## config.mk

```make
export PLATFORM = sky130hd
export DESIGN_NAME = timer_ctrl
export DESIGN_NICKNAME = d
export VERILOG_FILES = /design/src/rtl/timer_ctrl.sv
export SDC_FILE = /design/constraint.sdc
export NUM_CORES = 1
export LEC_CHECK = 0
export ABC_CLOCK_PERIOD_IN_PS = 2100
export BUFFER_PORTS_ARGS = -buffer_cell sky130_fd_sc_hd__buf_2
export CAP_MARGIN = 25
export CORE_AREA = 3 3 78 72
export CTS_CLUSTER_SIZE = 25
export DETAILED_ROUTE_END_ITERATION = 8
export DIE_AREA = 0 0 81 75
export PLACE_DENSITY = 0.74
export RECOVER_POWER = 25
export SYNTH_ARGS = -nofsm -noshare
export SYNTH_HDL_FRONTEND = slang
export SYNTH_SLANG_ARGS = --single-unit
```

## constraint.sdc

```tcl
create_clock -name i_clk -period 2.1 [get_ports i_clk]
set_input_delay 0.21 -clock i_clk [delete_from_list [all_inputs] [get_ports i_clk]]
set_output_delay 0.21 -clock i_clk [all_outputs]
set_load 0.01 [all_outputs]
```

## src/rtl/timer_ctrl.sv

```systemverilog
// timer_ctrl: run/pause/clear sequencer for the 1 Hz timer datapath and its 7-seg display
//   i_clk          system clock
//   i_rstn         asynchronous reset, active-high despite the name
//   i_tick         1-cycle 1 Hz enable
//   i_btn_start_n  raw start/pause button, low = pressed
//   i_btn_clr_n    raw clear button, low = pressed
//   i_cnt_done     datapath is at terminal count
//   o_cnt_en       count enable to the datapath
//   o_cnt_clr      1-cycle clear to the datapath
//   o_seg_blank    blank all digits
//   o_alarm        alarm indicator
//   o_state        00 IDLE, 01 RUN, 10 PAUSE, 11 DONE
module timer_ctrl #(
   parameter int DB_CYCLES   = 1_000_000,
   parameter int DB_W        = 20,
   parameter int ALARM_TICKS = 5
) (
   input  logic       i_clk,
   input  logic       i_rstn,
   input  logic       i_tick,
   input  logic       i_btn_start_n,
   input  logic       i_btn_clr_n,
   input  logic       i_cnt_done,
   output logic       o_cnt_en,
   output logic       o_cnt_clr,
   output logic       o_seg_blank,
   output logic       o_alarm,
   output logic [1:0] o_state
);
   localparam logic [1:0] S_IDLE  = 2'b00;
   localparam logic [1:0] S_RUN   = 2'b01;
   localparam logic [1:0] S_PAUSE = 2'b10;
   localparam logic [1:0] S_DONE  = 2'b11;
   localparam int AW = $clog2(ALARM_TICKS + 1);
   // bit 0 = start button, bit 1 = clear button
   logic [1:0]      r_s1, r_s2, r_acc, r_press;
   logic [DB_W-1:0] r_db [2];
   logic [1:0]      r_state, w_next;
   logic            r_clr, r_phase;
   logic [AW-1:0]   r_acnt;
   logic            w_start_p, w_clr_p;
   assign w_start_p = r_press[0];
   assign w_clr_p   = r_press[1];
   // 2-FF synchronizer, then a level must stay different for DB_CYCLES before it is accepted;
   // the press pulse is registered together with the accepted 1->0 update
   always_ff @(posedge i_clk or posedge i_rstn)
      if (i_rstn) begin
         r_s1    <= '1;
         r_s2    <= '1;
         r_acc   <= '1;
         r_press <= '0;
         r_db[0] <= '0;
         r_db[1] <= '0;
      end else begin
         r_s1 <= {i_btn_clr_n, i_btn_start_n};
         r_s2 <= r_s1;
         for (int i = 0; i < 2; i++) begin
            if (r_s2[i] != r_acc[i] && r_db[i] == DB_W'(DB_CYCLES - 1)) begin
               r_acc[i]   <= r_s2[i];
               r_db[i]    <= '0;
               r_press[i] <= ~r_s2[i];
            end else begin
               r_db[i]    <= (r_s2[i] != r_acc[i]) ? r_db[i] + 1'b1 : '0;
               r_press[i] <= 1'b0;
            end
         end
      end
   // clear wins over everything; terminal tick in RUN wins over start
   always_comb begin
      w_next = r_state;
      case (r_state)
         S_IDLE:  w_next = (!w_clr_p && w_start_p) ? S_RUN : S_IDLE;
         S_RUN:   w_next = w_clr_p ? S_IDLE : (i_tick && i_cnt_done) ? S_DONE : w_start_p ? S_PAUSE : S_RUN;
         S_PAUSE: w_next = w_clr_p ? S_IDLE : w_start_p ? S_RUN : S_PAUSE;
         default: w_next = w_clr_p ? S_IDLE : S_DONE;
      endcase
   end
   always_ff @(posedge i_clk or posedge i_rstn)
      if (i_rstn) begin
         r_state <= S_IDLE;
         r_clr   <= 1'b0;
         r_phase <= 1'b0;
         r_acnt  <= '0;
      end else begin
         r_state <= w_next;
         r_clr   <= w_clr_p;
         // blink only while staying in PAUSE/DONE, so entry always starts lit
         r_phase <= (w_next == r_state && r_state[1]) ? r_phase ^ i_tick : 1'b0;
         if (r_state == S_RUN && w_next == S_DONE)
            r_acnt <= AW'(ALARM_TICKS);
         else if (r_state == S_DONE && i_tick && r_acnt != '0)
            r_acnt <= r_acnt - 1'b1;
      end
   assign o_cnt_en    = i_tick && r_state == S_RUN && !i_cnt_done;
   assign o_cnt_clr   = r_clr;
   assign o_seg_blank = r_phase;
   assign o_alarm     = r_state == S_DONE && r_acnt != '0;
   assign o_state     = r_state;
endmodule
```

# --- Word-level counts from Yosys, hierarchy flattened ---
# Cells that the tools add are included.
word_totals:
  reg_bits: 55
  output_inout_bits: 6
  wordCells: 59
classes:
  addsub: 3
  n_eq_ne: 9
  n_mux: 17
  n_bitwise: 3
  n_reduce_logical: 16
op_table:
  columns: ["operator", "count"]
  rows:
  - ["two-way mux 20 bit", 4]
  - ["adder 20 x 1 -> 20 bit (second input constant)", 2]
  - ["equality test 20 bit (second input constant)", 2]
  - ["two-way mux 2 bit", 6]
  - ["logical AND 1 bit", 11]
  - ["equality test 2 bit (second input constant)", 3]
  - ["two-way mux 3 bit", 2]
  - ["case mux 2 bit (3 select lines)", 1]
  - ["two-way mux 1 bit", 4]
  - ["nonzero test 3 bit", 1]
  - ["subtractor 3 x 1 -> 3 bit (second input constant)", 1]
  - ["equality test 2 x 1 -> 1 bit (second input constant)", 1]
  - ["equality test 2 bit", 1]
  - ["zero test 1 bit", 2]
  - ["zero test 2 bit", 1]
  - ["!= test 1 bit", 2]
  - ["inverter 1 bit", 2]
  - ["nonzero test 2 bit", 1]
  - ["bitwise XOR 1 bit", 1]

# --- Logic depth before layout (Yosys ltp) ---
depth:
  word_depth: 7
  mapped_depth: 7
  mapped_depth_nobuf: 6

# --- Worst setup path after synthesis ---
# OpenSTA, ideal clock, no wires.
synth_timing:
  path_kind: "flip-flop to flip-flop"
  startpoint: "register r_db[8] (netlist name)"
  endpoint: "register r_acc[1]"
  arrival_time_ps: 1888
  t_required_ps: 2018
  setup_slack_ps: 129
  path_stages_with_launch: 5
  path_buffers: 0
  path_cell_list: "dfrtp_1 or4b_2 or4_4 nor2_1 mux2_2"
synth_via:
  elab_chain_cells: 2
synth_rtl:
  columns: ["element", "line", "rtl"]
  rows:
  - ["start: declaration", "37", "logic [DB_W-1:0] r_db [2];"]
  - ["start signal: indexed assignment", "63", "r_db[i] <= (r_s2[i] != r_acc[i]) ? r_db[i] + 1'b1 : '0;"]
  - ["equality test 20 bit", "58", "if (r_s2[i] != r_acc[i] && r_db[i] == DB_W'(DB_CYCLES - 1)) begin"]
  - ["logical AND 1 bit", "58", null]
  - ["end signal: indexed assignment", "59", "r_acc[i] <= r_s2[i];"]
  - ["end: declaration", "36", "logic [1:0] r_s1, r_s2, r_acc, r_press;"]
# No other way between the ends.
# A chain may end at the register's enable or synchronous reset.

# --- Worst setup path in the final report ---
layout_timing:
  startpoint: "register r_db[10] (netlist name)"
  endpoint: "register r_db[4] (netlist name)"
layout_via:
  elab_chain_cells: 3
layout_rtl:
  columns: ["element", "line"]
  rows:
  - ["equality test 20 bit", "58"]
  - ["logical AND 1 bit", "58"]
  - ["two-way mux 20 bit", "58"]
# No other way between the ends.

==> results summary <==
During synthesis, Yosys emitted a total of 0 warnings. In the final layout, the share of cells above drive strength 1 is 16.4%. The complex-gate fraction of the synthesized area is 7.63%. The net switching power figure is 491 uW.

Measured along the x axis, the die boundary spans 81 um. The clock edge transition at the registers on the reported setup and hold paths came out at 0.10 ns. The first global-routing pass estimated 8080 um of wire.

The count of maximum capacitance violations came out at 0. The final sum of negative setup slack came out at 0 ns. In this run, flip-flops and latches consume 55.2% of the power. The wire length per cell after detailed routing came out at 13.4 um. The max-slew violation count came out at 0. The slew at the pin with the worst max-slew slack came out at 1.01 ns. In this run the static leakage power is 0.00128 uW. The initial antenna violation count is 0. The number of levels in the clock H-tree is 2. The maximum clock path buffer count came out at 2. The number of synthesized flops with an enable pin is 0. The dominant synthesized flop cell is sky130_fd_sc_hd__dfrtp_1.

The detailed-route via count came out at 1,938. The worst hold path terminates at o_seg_blank. By startpoint and endpoint, the worst setup path is classified as reg -> reg. The number of port buffers came out at 11. The global-route usage over all layers is 17.1%. The worst path uses 96.8% of the clock period.

The number of clock buffers added by TritonCTS is 5. Setup repair after global routing left no endpoint under its margin. The hold violation total from the final report came out at 0.

The share of total power dissipated in the clock network is 33.6%. The setup violation total in the final timing report is 0. The number of stages on the worst hold path came out at 2. The post-cts hold buffer count came out at 3. Synthesis produced a netlist whose cell count is 255. For this run, design rule violations remaining after detail routing come to 0. The maximum ir drop on the vdd rail came out at 0.000343 V. Walking the worst path, the cells encountered are or4b_2 > or4_4 > o21ai_2 > buf_12 > nor2_1. The post-CTS setup repair buffer count is 0. TritonCTS built the clock tree. For this design the top-level I/O count stands at 12. The post-synthesis xor/xnor area fraction is 9.96%. In this run the power density over the cells is 685 nW/um^2. The antenna diode count is 0. The worst-case hold slack came out at 0.159 ns. In this run the vertical extent of the chip is 75 um. Relative to the synthesized area, the layout overhead comes to 13.7%.

The worst register-to-register path begins at r_db[10]. Static timing analysis puts the maximum clock frequency at 492 MHz. The top fanout value on the critical path is 15.

The placed wire-length estimate after detailed placement came out at 3330 um. The site row count is 24. The number of design-rule violations left by the first detailed-router iteration is 117. The run finished with clean final reports.

The final antenna-violating net count came out at 0. The post-layout minimum cycle time came out at 2.03 ns. The layer flagged by global routing as most heavily used is met2. The largest stage delay on the critical path came out at 0.64 ns. The full die area is 6080 sq um. The post-synthesis adder-cell area fraction is 1.90%. The worst hold path begins at i_tick. The share of flip-flops with an asynchronous set or reset came out at 100%. After synthesis the cells add up to 2640 sq um. Clock latency on the worst-skew pair, taken at its later pin, is 0.31 ns. The final weighted congestion of routability-driven global placement came out at 0.746. After synthesis, the largest family of logic cells by area is simple AND/OR/NAND/NOR gates. The min-delay analysis places its worst path in the category in -> reg.

The tree is rooted in a sky130_fd_sc_hd__clkbuf_8. STA classifies the critical path startpoint as a register. The mux share of post-synthesis cell area is 1.23%.

The pre-antenna-repair detailed-routing pass consisted of 4 iterations. Net switching is 23.9% of the power. The leftover overflow at the end of global routing is 0. For met3 alone, demand over resource in global routing was 3.71%.

The largest individual stage delay along the critical path comes from the cell sky130_fd_sc_hd__or4b_2. The combinational share of power is 11.1%. The portion of the post-synthesis area used by sequential elements is 52.4%.

Synthesis instantiated 42 different standard cells from the library. The clock skew came out at 0.0103 ns. The simple-gate share of the synthesized area came out at 23.9%. The placeable core region came out at 4860 sq um. The critical path arrival is 2.23 ns. The via count of the first global-routing pass came out at 1,797. The headroom to the max-slew limit came out at 32.3%. The number of buffer and inverter instances along the worst setup path came out at 1. The data required time of the critical path is 2.30 ns. The met1 track utilization from global routing came out at 23.5%. Internal power comes to 1560 uW. In this run the critical register-to-register path is captured at r_db[4].

The pin count of the biggest net entering global routing is 28. Counting cells, the worst reg-to-reg path comes to 5. The post-detailed-routing wire length came out at 4720 um. The worst register-to-register path has a setup slack of 0.07 ns.

The routing usage on met2 is 26.8%. The number of vias per cell after detailed routing is 5.52. On the critical path the largest part of the delay comes from simple AND/OR/NAND/NOR gates. The net count after synthesis is 265.

Averaged over all synthesized cells, the footprint is 10.3 sq um. The number of register bits inferred by synthesis is 55. For this configuration, the core starts out at a cell density of 54.2%. The number of clock sinks came out at 55. The post-cts gate resize count is 0.

STA classifies the critical path endpoint as a register. The total number of nets in the final design is 295.
[registers in the layout (all words and copies together) (netlist names)]
signal	count
r_acc	2
r_acnt	3
r_db	40
o_state	2
r_s1	2
o_cnt_clr	1
o_seg_blank	1
r_s2	2
r_press	2
[cells by family (layout without fill, tap and decap cells)]
family,after synthesis,in the layout
flip-flops,55,55
AO/OA/AOI/OAI,30,30
adder cells (fa/ha/maj),4,4
AND/OR/NAND/NOR,117,117
XOR/XNOR,30,30
buffers and inverters,16,47
multiplexers,3,3
[power groups by stage]
stage	Combinational, uW	Sequential [uW]	Clock (uW)
2_1_floorplan	168	1150	0
3_3_place_gp	216	1150	0
3_5_place_dp	228	1150	0
4_1_cts	235	1130	718
5_1_grt	258	1140	752
6_report	229	1130	691
[worst max-delay path by stage]
stage              from  endpoint  slack, ns  cells after the start
2_1_floorplan   r_db[8]  r_acc[1]       0.13                      4
3_3_place_gp    r_db[8]  r_acc[1]       0.11                      4
3_5_place_dp   r_db[10]  r_db[11]        0.1                      5
4_1_cts        r_db[10]  r_db[19]       0.08                      5
5_1_grt         r_db[8]  r_db[19]      0.002                      5
6_report       r_db[10]   r_db[4]       0.07                      5
[per-stage QoR]
| step | power [uW] | worst slack [ns] | area [sq um] | util [%] | instances |
|---|---|---|---|---|---|
| after floorplan | 1320 | 0.129 | 2640 | - | 255 |
| after global placement | 1370 | 0.107 | 2860 | 58.7 | 340 |
| after detailed placement | 1380 | 0.0956 | 2860 | 58.7 | 340 |
| after CTS | 2090 | 0.0812 | 3000 | 61.7 | 351 |
| after global routing | 2150 | 0.00248 | 3000 | 61.7 | 351 |
| final | 2050 | 0.0672 | 3000 | 61.7 | 351 |
[cells in the mapped netlist (5+ instances only)]
cell type | instances | area, sq um
sky130_fd_sc_hd__or4_1 | 6 | 45.0
sky130_fd_sc_hd__nand4_1 | 8 | 50.1
sky130_fd_sc_hd__nor2_1 | 35 | 131
sky130_fd_sc_hd__dfrtp_1 | 49 | 1230
sky130_fd_sc_hd__nand3_1 | 13 | 65.1
sky130_fd_sc_hd__nand2_1 | 16 | 60.1
sky130_fd_sc_hd__nor4_1 | 5 | 31.3
sky130_fd_sc_hd__or3_1 | 9 | 56.3
sky130_fd_sc_hd__o21ai_0 | 8 | 40.0
sky130_fd_sc_hd__a21oi_1 | 11 | 55.1
sky130_fd_sc_hd__xor2_1 | 14 | 123
sky130_fd_sc_hd__dfstp_2 | 6 | 158
sky130_fd_sc_hd__inv_1 | 11 | 41.3
sky130_fd_sc_hd__xnor2_1 | 16 | 140
[worst reg2reg max path: cells and delay by family (launching register included)]
family / cells / cell delay (ns)
flops: 1 / 0.42
simple gates: 3 / 1.15
buf+inv: 1 / 0.17
compound gates: 1 / 0.20
[layer usage]
| metal | wire length (um) | vias to the layer above | part of all wire (%) |
|---|---|---|---|
| met5 | 0 | - | 0 |
| met4 | 53 | 0 | 1.1 |
| met3 | 178 | 7 | 3.8 |
| met2 | 2130 | 37 | 45 |
| met1 | 2350 | 932 | 50 |
| li1 | - | 962 | - |
[layout make-up]
class	instances	area, sq um
Fill cell	391	1860
Clock inverter	3	43.8
Timing Repair Buffer	28	203
Sequential cell	55	1380
Clock buffer	5	68.8
Multi-Input combinational cell	184	1180
Inverter	11	41.3
Tap cell	65	81.3
[placed cells by master (no fill, tap or decap), drive strengths merged, types with 2 or more instances in the layout]
cell         instances
dfrtp               49
nor2                35
buf                 25
nand2               16
xnor2               16
xor2                14
nand3               14
a21oi               11
inv                 11
or3                  9
o21ai                9
nand4                8
or4                  7
dfstp                6
nor4                 5
clkbuf               5
and4                 5
o31ai                4
ha                   4
nor3                 3
and2                 3
dlygate4sd3          3
nor4b                2
and3                 2
nand2b               2
nor3b                2
mux2                 2
or4b                 2
clkinv               2
Note: power is estimated with default switching activity, not from simulation.
